[src/rtl/pulse_width_meter.sv]
// Measures high-time between rise/fall edge events and holds the result until the consumer accepts it.
// Optional glitch rejection of pulses shorter than MIN_WIDTH when PWM_MIN_FILTER_EN is defined.
module pulse_width_meter #(
  parameter int CNT_W     = 16,
  parameter int MIN_WIDTH = 2
) (
  input  logic             clk,
  input  logic             reset,
  input  logic             rise_i,
  input  logic             fall_i,
  input  logic             ready_i,
  output logic [CNT_W-1:0] width_o,
  output logic             ovf_o,
  output logic             valid_o,
  output logic             busy_o,
  output logic             overrun_o
);

  localparam logic [CNT_W-1:0] CNT_MAX = '1;
  localparam logic [CNT_W-1:0] CNT_ONE = CNT_W'(1);

  typedef enum logic [1:0] {
    IDLE = 2'd0,
    MEAS = 2'd1,
    HOLD = 2'd2
  } state_e;

  state_e           state_q, state_d;
  logic [CNT_W-1:0] cnt_q, cnt_d;
  logic             sat_q, sat_d;
  logic [CNT_W-1:0] width_q, width_d;
  logic             ovf_q, ovf_d;
  logic             overrun_q, overrun_d;

`ifdef PWM_MIN_FILTER_EN
  localparam logic [CNT_W-1:0] MIN_W = CNT_W'(MIN_WIDTH);
`endif

  always_comb begin
    state_d   = state_q;
    cnt_d     = cnt_q;
    sat_d     = sat_q;
    width_d   = width_q;
    ovf_d     = ovf_q;
    overrun_d = overrun_q;
    case (state_q)
      IDLE: begin
        if (rise_i) begin
          state_d = MEAS;
          cnt_d   = CNT_ONE;
          sat_d   = 1'b0;
        end
      end
      MEAS: begin
        if (fall_i) begin
`ifdef PWM_MIN_FILTER_EN
          if (cnt_q < MIN_W) begin
            state_d = IDLE;
          end else begin
            width_d = cnt_q;
            ovf_d   = sat_q;
            state_d = HOLD;
          end
`else
          width_d = cnt_q;
          ovf_d   = sat_q;
          state_d = HOLD;
`endif
        end else if (rise_i) begin
          cnt_d = CNT_ONE;
          sat_d = 1'b0;
        end else begin
          // saturate rather than wrap; sat flag latches once the ceiling is hit
          if (cnt_q != CNT_MAX) cnt_d = cnt_q + CNT_ONE;
          sat_d = sat_q | (cnt_d == CNT_MAX);
        end
      end
      HOLD: begin
        if (ready_i) begin
          if (rise_i) begin
            state_d = MEAS;
            cnt_d   = CNT_ONE;
            sat_d   = 1'b0;
          end else begin
            state_d = IDLE;
          end
        end else if (rise_i) begin
          overrun_d = 1'b1;
        end
      end
      default: state_d = IDLE;
    endcase
  end

  always_ff @(posedge clk) begin
    if (reset) begin
      state_q   <= IDLE;
      cnt_q     <= '0;
      sat_q     <= 1'b0;
      width_q   <= '0;
      ovf_q     <= 1'b0;
      overrun_q <= 1'b0;
    end else begin
      state_q   <= state_d;
      cnt_q     <= cnt_d;
      sat_q     <= sat_d;
      width_q   <= width_d;
      ovf_q     <= ovf_d;
      overrun_q <= overrun_d;
    end
  end

  assign width_o   = width_q;
  assign ovf_o     = ovf_q;
  assign valid_o   = (state_q == HOLD);
  assign busy_o    = (state_q == MEAS);
  assign overrun_o = overrun_q;

endmodule

[config.mk]
export PLATFORM = sky130hd
export DESIGN_NAME = pulse_width_meter
export DESIGN_NICKNAME = d
export VERILOG_FILES = /design/src/rtl/pulse_width_meter.sv
export SDC_FILE = /design/constraint.sdc
export NUM_CORES = 1
export LEC_CHECK = 0
export BUFFER_PORTS_ARGS = -buffer_cell sky130_fd_sc_hd__buf_2
export CORE_MARGIN = 2
export CORE_UTILIZATION = 51
export DETAILED_ROUTE_END_ITERATION = 10
export HOLD_SLACK_MARGIN = 0.05
export PLACE_DENSITY = 0.83
export SYNTH_ARGS = -nofsm -noshare
export SYNTH_HDL_FRONTEND = slang
export SYNTH_SLANG_ARGS = --single-unit
[constraint.sdc]
create_clock -name clk -period 2.07 [get_ports clk]
set_input_delay 0.207 -clock clk [delete_from_list [all_inputs] [get_ports clk]]
set_output_delay 0.207 -clock clk [all_outputs]
set_load 0.05 [all_outputs]
# Word-level counts from Yosys, hierarchy flattened

Cells that the tools add are included.

Input port bits: 5
Logic and storage cells: 42
Flip-flop bits (word level): 37

Bitwise operators: 2
Mux-type cells: 19
Equality and inequality tests: 8
Reductions and logical operators: 6
Add/sub/neg operators: 1

Operators by type and width:

| cell                                          | number |
|---|---|
| 2-to-1 mux 16 bit                             | 8 |
| case mux 16 bit (3 select lines)              | 1 |
| adder 16 x 1 -> 16 bit, second input constant | 1 |
| == test 16 bit, second input constant         | 1 |
| inequality test 16 bit, second input constant | 1 |
| AND reduction 3 bit                           | 3 |
| inequality test 2 bit, second input constant  | 4 |
| 2-to-1 mux 2 bit                              | 3 |
| case mux 2 bit (3 select lines)               | 1 |
| 2-to-1 mux 1 bit                              | 5 |
| case mux 1 bit (3 select lines)               | 1 |
| nonzero test 3 bit                            | 1 |
| == test 2 x 1 -> 1 bit, second input constant | 1 |
| == test 2 bit, second input constant          | 1 |
| zero test 2 bit                               | 1 |
| AND reduction 2 bit                           | 1 |
| NOT 1 bit                                     | 1 |
| bitwise OR 1 bit                              | 1 |

# Logic depth before layout (Yosys ltp)

Gate-level depths: netlist (run 1).

Depth in word-level cells: 10
Depth in mapped cells: 7

# Worst setup path after synthesis (run 1)

Ideal clock, no wire load.

Path type: reg2reg
Start: reg state_q[0]
End: reg width_q[5], in the netlist width_o[5]
Arrival time: 2.049 ns
Clock period less this slack: 2.120 ns
Cell stages (with the launch flop): 7
Data required time: 1.999 ns
Path slack: -0.050 ns
Cells stage by stage: dfxtp_1 > nor2b_1 > and2_1 > clkbuf_1 > clkbuf_1 > nand2_1 > a21oi_1

Longest elaborated chain between the ends: 2

Ends and longest elaborated chain:

| item                          | line | text |
|---|---|---|
| from (decl)                   | 28   | `state_e state_q, state_d;` |
| from (signal assigned)        | 104  | `state_q <= state_d;` |
| == test 2 x 1 -> 1 bit        | n/a  |  |
| named net busy_o              | 15   | `output logic busy_o,` |
| AND reduction 2 bit (no line) | n/a  |  |
| to (signal assigned)          | 107  | `width_q <= width_d;` |
| to (decl)                     | 31   | `logic [CNT_W-1:0] width_q, width_d;` |

The timed path passes the listed nets, and every way through them passes these cells.
A chain may end at the register's enable or synchronous reset.

# Worst setup path after layout (run 1)

Start: reg cnt_q[3]
End: reg cnt_q[11]

Longest elaborated chain between the ends: 8
Elaborated cells on any way between the ends: 9
Classes of those cells: add/sub: 1; eq/ne: 1; mux: 7

Ends and longest elaborated chain:

| item                                                             | line | text |
|---|---|---|
| from (decl)                                                      | 29   | `logic [CNT_W-1:0] cnt_q, cnt_d;` |
| from (signal assigned)                                           | 105  | `cnt_q <= cnt_d;` |
| adder 16 x 1 -> 16 bit or inequality test 16 bit (tied branches) | 74   | `if (cnt_q != CNT_MAX) cnt_d = cnt_q + CNT_ONE;` |
| 2-to-1 mux 16 bit *                                              | 74   |  |
| 2-to-1 mux 16 bit *                                              | 69   | `end else if (rise_i) begin` |
| 2-to-1 mux 16 bit *                                              | 55   | `if (fall_i) begin` |
| 2-to-1 mux 16 bit *                                              | 46   | `case (state_q)` |
| 2-to-1 mux 16 bit *                                              | 69   |  |
| 2-to-1 mux 16 bit *                                              | 55   |  |
| case mux 16 bit (3 select lines) *                               | 46   |  |

Mark *: on every way between the ends. The rest lies on a longest branch, timed or not. The select of a mux whose other input is x is not followed.

==> results of run 1 <==
flip-flops by register name, indices dropped and copies added, names as in the netlist:
name and cells:
ovf_o 1, state_q 2, sat_q 1, width_o 16, cnt_q 16, overrun_o 1
cell usage in the layout, fill, tap and decap left out, types with 4 or more instances in the layout:
cell,instances
a21oi_1,34
dfxtp_1,36
nand3_1,10
a31oi_1,6
buf_2,24
nor2_1,11
clkbuf_8,5
a311oi_1,4
nand4_1,4
nand2_1,51
buf_4,17
nor2b_1,4
nor3_1,6
inv_1,4
o21ai_0,11
how the worst max path moves through the flow:
stage	endpoint	slack, ns	depth (start not counted)
finish	cnt_q[11]	0.13	5
global route	cnt_q[11]	0.07	6
CTS	sat_q	0.09	6
detailed placement	sat_q	0.12	6
global placement	cnt_q[11]	0.19	6
floorplan	cnt_q[11]	0.10	7
per-layer routing:
metal  up-vias  wire (um)
li1        945          -
met1       920       2211
met2        79       2328
met3         7        267
met4         0         42
met5         -          0
critical path: stages (launching register included):
cell and delay [ns]:
dfxtp_1 0.52, nand4_2 0.22, or2_4 0.29, or3_4 0.39
or3_1 0.31, a21oi_1 0.14
power groups by stage:
stage          clock network (uW)  registers (uW)  logic [uW]
2_1_floorplan                   0             745        79.2
3_3_place_gp                    0             740         123
3_5_place_dp                    0             740         125
4_1_cts                       488             724         127
5_1_grt                       520             725         140
6_report                      485             724         129
layout make-up:
class                      count  area, um2
clock buffer                   6      72.57
clock inverter                 2      10.01
fill                         352       1403
inverter                       4      15.01
multi-input combinational    186       1056
sequential                    37      742.0
tap                           48      60.06
timing repair buffer          41      247.7
cell families (layout without fill, tap and decap cells):
logic type	after synthesis	after routing	share of synthesized area [%]
and+or+nand+nor	107	107	28.54
AOI/OAI and AO/OA	75	75	24.85
DFF	37	37	39.02
buffers and inverters	22	53	5.537
xor gates and xnor gates	3	3	1.385
adders and majority gates	1	1	0.6591
per-stage QoR:
stage | setup slack [ns] | hold slack [ns] | instance area, um2 | std cells
after floorplan | 0.1032 | 0.3641 | 1901 | 245
after global placement | 0.1862 | 0.4394 | 2118 | 316
after detailed placement | 0.1193 | 0.4450 | 2118 | 316
after CTS | 0.08944 | 0.2119 | 2201 | 324
after global routing | 0.07123 | 0.2351 | 2203 | 324
final | 0.1324 | 0.2137 | 2203 | 324
Yosys cell counts, types with 2 or more instances:
master and n:
dfxtp_1 37, o31a_2 2, nor2b_1 5, a31oi_1 6, a211oi_1 2, a21oi_1 34, nand4_2 2, a41oi_1 2
buf_2 6, o21ai_0 11, clkbuf_1 9, nor4_2 2, a22oi_1 2, buf_6 2, xor2_1 2, nand2b_1 2
a311oi_1 4, and4_1 3, nor2_1 11, and3_1 2, inv_1 4, nand4_1 4, nor3_1 6, nand3_1 10
nand2_1 51, nor4_1 2
timing repair:
| action | in CTS | in global routing |
|---|---|---|
| resized for setup | 0 | 2 |
| endpoints found under the setup margin | 0 | 2 |
| hold buffers | 0 | 0 |
| buffers inserted | 0 | 0 |
==> impl_metrics.csv, run 1 <==
group,metric,value,unit
run_status,status,"finished clean",
grt,grt_usage,24.40,%
timing,timing.final.crit_share,93.60,%
timing,tns,0,ns
finish,fin_util,61.10,%
clocking,h-tree-depth,2,
power_and_ir_drop,p_per_area,607.4,nW/um2
timing,finalMaxSlewViolations,0,
logic_synthesis,async_reset_ff_share,0,%
timing,fin_skew,0.004632,ns
logic_synthesis,ys_types,48,
detailed_routing,wl_per_cell,14.96,um
floorplan,rows,22,
detailed_routing,drc,0,
logic_synthesis,synth_flop_cell,"dfxtp_1",
power_and_ir_drop,p_int,989.1,uW
power_and_ir_drop,p_seq_share,54.1,%
floorplan,dieArea,4226,um2
logic_synthesis,synth_fp_nets,251,
logic_synthesis,synthCells,245,
floorplan,die_h,65.01,um
power_and_ir_drop,p_comb_share,9.6,%
logic_synthesis,post-synth-top-area-fraction,39.02,%
timing,worst_slew_pin_slew,0.6418,ns
timing,hold_violations,0,
finish,drive_above_1_share,22.46,%
run,cap_viol_max_count,0,
finish,diodes,0,
worst_setup_path,crit_start,"cnt_q[3]",
timing,rsz0062_at_grt,"false",
clocking,cts_tree,"yes",
worst_setup_path,worstRegToRegCells,5,
logic_synthesis,syn_avg_cell_area,7.747,um2
floorplan,core,3606,um2
min_path,holdPathEnd,"overrun_o",
min_path,holdPathStages,3,
grt,grt_max_degree,21,
detailed_routing,wirelength,4.848,mm
clocking,cts_buffer_depth,2,
floorplan,start_util,52.64,%
power_and_ir_drop,swShare,26.09,%
logic_synthesis,synth_area_leaders,"dfxtp_1 39%, nand2_1 10%, a21oi_1 9.0%",
logic_synthesis,synth_enable_flop_cells,0,
detailed_routing,firstDrtPassIters,5,
logic_synthesis,ys_warn_count,0,
min_path,min_path_type,"in -> reg",
logic_synthesis,syn-cell-area,1898,um2
clocking,clk_pin_slew_worst_paths,0.07,ns
detailed_routing,drtIter0Drc,119,
power_and_ir_drop,total_power,1338,uW
finish,nNetsFinal,281,
clocking,cts_buffers,5,
worst_setup_path,cp-end-kind,"register",
timing,slew_headroom,57.11,%
placed_design,dp_hpwl,3.410,mm
finish,syn_to_final_growth,16.08,%
min_path,hp-start,"rise_i",
grt,grt.busiest_layer,"met2",
timing,fmax,516.1,MHz
clocking,cts_root_buf,"clkbuf_8",
worst_setup_path,crit_arrival,2.16,ns
grt,overflow,0,
detailed_routing,avgViaCountPerCell,6.022,
worst_setup_path,path_max_fanout,9,
power_and_ir_drop,p_leak,0.0007988,uW
power_and_ir_drop,ir_worst_vdd,427.6,uV
worst_setup_path,cp.required,2.29,ns
grt,met3_usage,5.903,%
grt,use_met2,39.30,%
clocking,cts.sink_count,37,
grt,antenna_found_initial,0,
worst_setup_path,regToRegSetupSlack,0.13,ns
floorplan,ioPinCount,25,
logic_synthesis,ys_ff_latch,37,
timing,period_minus_slack,1.938,ns
power_and_ir_drop,clkPwrFrac,36.2,%
logic_synthesis,seq_area_frac_synth,39.02,%
placed_design,gp_routability_congestion,0.9434,
floorplan,die_x,65.01,um
worst_setup_path,critPathLaunchType,"register",
worst_setup_path,critPathKind,"reg -> reg",
timing,finalSetupViolCount,0,
detailed_routing,ant_nets,0,
clocking,clk_latency,0.29,ns
detailed_routing,via_count,1951,
grt,grt_pass1_wl,8.052,mm
worst_setup_path,r2r_start,"cnt_q[3]",
placed_design,portBuffers,24,
grt,grt_pass1_vias,1707,
logic_synthesis,synth_top_area_cell,"dfxtp_1",
grt,met1_usage,32.00,%
worst_setup_path,r2r-end,"cnt_q[11]",
power_and_ir_drop,p_switching,349.1,uW
No activity file was read; power rests on OpenSTA's default activity.
==> run 2: changes to the inputs <==
--- a/config.mk
+++ b/config.mk
@@ -11,6 +11,7 @@
 export DETAILED_ROUTE_END_ITERATION = 10
 export HOLD_SLACK_MARGIN = 0.05
 export PLACE_DENSITY = 0.83
+export REMOVE_ABC_BUFFERS = 1
 export SYNTH_ARGS = -nofsm -noshare
 export SYNTH_HDL_FRONTEND = slang
 export SYNTH_SLANG_ARGS = --single-unit
==> run 2 against run 1 <==
Wire length decreased by 4.8%. Register-to-register slack got worse by 0.02 ns. Via count decreased by 3.1%. Core utilization increased by 0.59 points. Clock skew about the same. Sequential share of layout area decreased by 0.38 points. Critical path depth increased by 1. Critical endpoint is now sat_q. Largest power group unchanged. Highest routed layer unchanged.
==> impl_metrics.csv, run 2 (synthesized netlist as in run 1, its figures left out) <==
group,metric,value,unit
run_status,status,"finished clean",
floorplan,die_x,65.01,um
clocking,cts_buffers,5,
grt,overflow,0,
min_path,holdPathStages,3,
detailed_routing,ant_nets,0,
floorplan,ioPinCount,25,
grt,grt_pass1_wl,7.831,mm
clocking,cts.sink_count,37,
detailed_routing,wirelength,4.615,mm
worst_setup_path,path_max_fanout,7,
timing,rsz0062_at_grt,"false",
clocking,cts_tree,"yes",
placed_design,pre_cts_ws,0.1615,ns
worst_setup_path,cp-end-kind,"register",
timing,hold_violations,0,
power_and_ir_drop,p_per_area,609.0,nW/um2
grt,grt_usage,24.00,%
min_path,min_path_type,"in -> reg",
clocking,cts_resized,0,
timing,fmax,511.5,MHz
detailed_routing,via_count,1891,
detailed_routing,drtIter0Drc,101,
timing,fin_skew,0.004346,ns
power_and_ir_drop,p_leak,0.0008108,uW
worst_setup_path,critPathKind,"reg -> reg",
placed_design,dp_hpwl,3.297,mm
finish,most-common-layout-cells,"51 x nand2_1, 37 x dfxtp_1, 34 x a21oi_1",
finish,diodes,0,
floorplan,start_util,52.64,%
grt,grt_pass1_vias,1663,
clocking,hold_buffers,0,
clocking,h-tree-depth,2,
detailed_routing,firstDrtPassIters,4,
worst_setup_path,crit_arrival,2.15,ns
placed_design,portBuffers,24,
timing,period_minus_slack,1.955,ns
grt,grt_max_degree,23,
finish,nNetsFinal,284,
finish,syn_to_final_growth,17.20,%
floorplan,die_h,65.01,um
finish,final_common_cell,"nand2_1",
timing,finalMaxSlewViolations,0,
detailed_routing,wl_per_cell,14.16,um
detailed_routing,avgViaCountPerCell,5.801,
clocking,clk_pin_slew_worst_paths,0.07,ns
worst_setup_path,critPathLaunchType,"register",
placed_design,gp_routability_congestion,1.031,
worst_setup_path,worstRegToRegCells,6,
worst_setup_path,cp.required,2.27,ns
clocking,cts_root_buf,"clkbuf_8",
floorplan,rows,22,
grt,antenna_found_initial,0,
timing,finalSetupViolCount,0,
finish,drive_above_1_share,21.94,%
floorplan,core,3606,um2
run,cap_viol_max_count,0,
clocking,cts_buffer_depth,2,
timing,timing.final.crit_share,94.45,%
timing,fin_ws,0.1148,ns
timing,tns,0,ns
detailed_routing,drc,0,
timing,worst_slew_pin_slew,0.6417,ns
power_and_ir_drop,ir_worst_vdd,418.2,uV
timing,slew_headroom,57.12,%
clocking,cts_setup_buffers,0,
clocking,clk_latency,0.29,ns
floorplan,dieArea,4226,um2
## run 2: worst max-delay path: stages, from the launching register on
cell and delay [ns]:
dfxtp_1 0.40, ha_1 0.22, and4_1 0.33, nand4_2 0.21
o311ai_0 0.18, nand4_1 0.18, o41ai_2 0.34
## run 2: worst paths after layout
| kind | start | end | slack [ns] |
|---|---|---|---|
| worst max-delay path | cnt_q[1] | sat_q | 0.11 |
| worst min-delay path | rise_i | overrun_o | 0.20 |
| worst max register to register | cnt_q[1] | sat_q | 0.11 |
| worst min register to register | width_o[15] | width_o[15] | 0.45 |
## run 2: cell type report
cell class	instances	area (um2)
clock buffers	7	86.33
fillers	343	1381
well taps	48	60.06
inverters	4	15.01
repair buffers	44	270.3
multi-input cells	186	1052
flip-flops and latches	37	740.7
## run 2: report_power, final
group,switching [uW],internal [uW],total (uW),leakage [uW]
registers,5.35,718,724,0.000299
logic,89.3,39.6,129,0.000468
clock network,238,264,502,0.0000443
total,333,1020,1350,0.000811
## run 2: metrics by stage
stage               utilization (%)  hold slack [ns]  instance area (um2)  std cells  total power, uW
finish                        61.69           0.2028                 2225        326             1355
global route                  61.69           0.2337                 2225        326             1414
CTS                           61.69           0.1988                 2225        326             1363
detailed placement            59.30           0.4456                 2138        319            867.5
global placement              59.30           0.4382                 2138        319            866.5
floorplan                         -           0.2761                 1808        227            810.4
## run 2: routing by layer
metal | vias up | global-route usage [%] | wire length (um)
li1 | 948 | - | -
met1 | 866 | 32.46 | 2079
met2 | 71 | 37.76 | 2140
met3 | 6 | 6.424 | 348
met4 | 0 | 6.383 | 46
met5 | - | 0 | 0
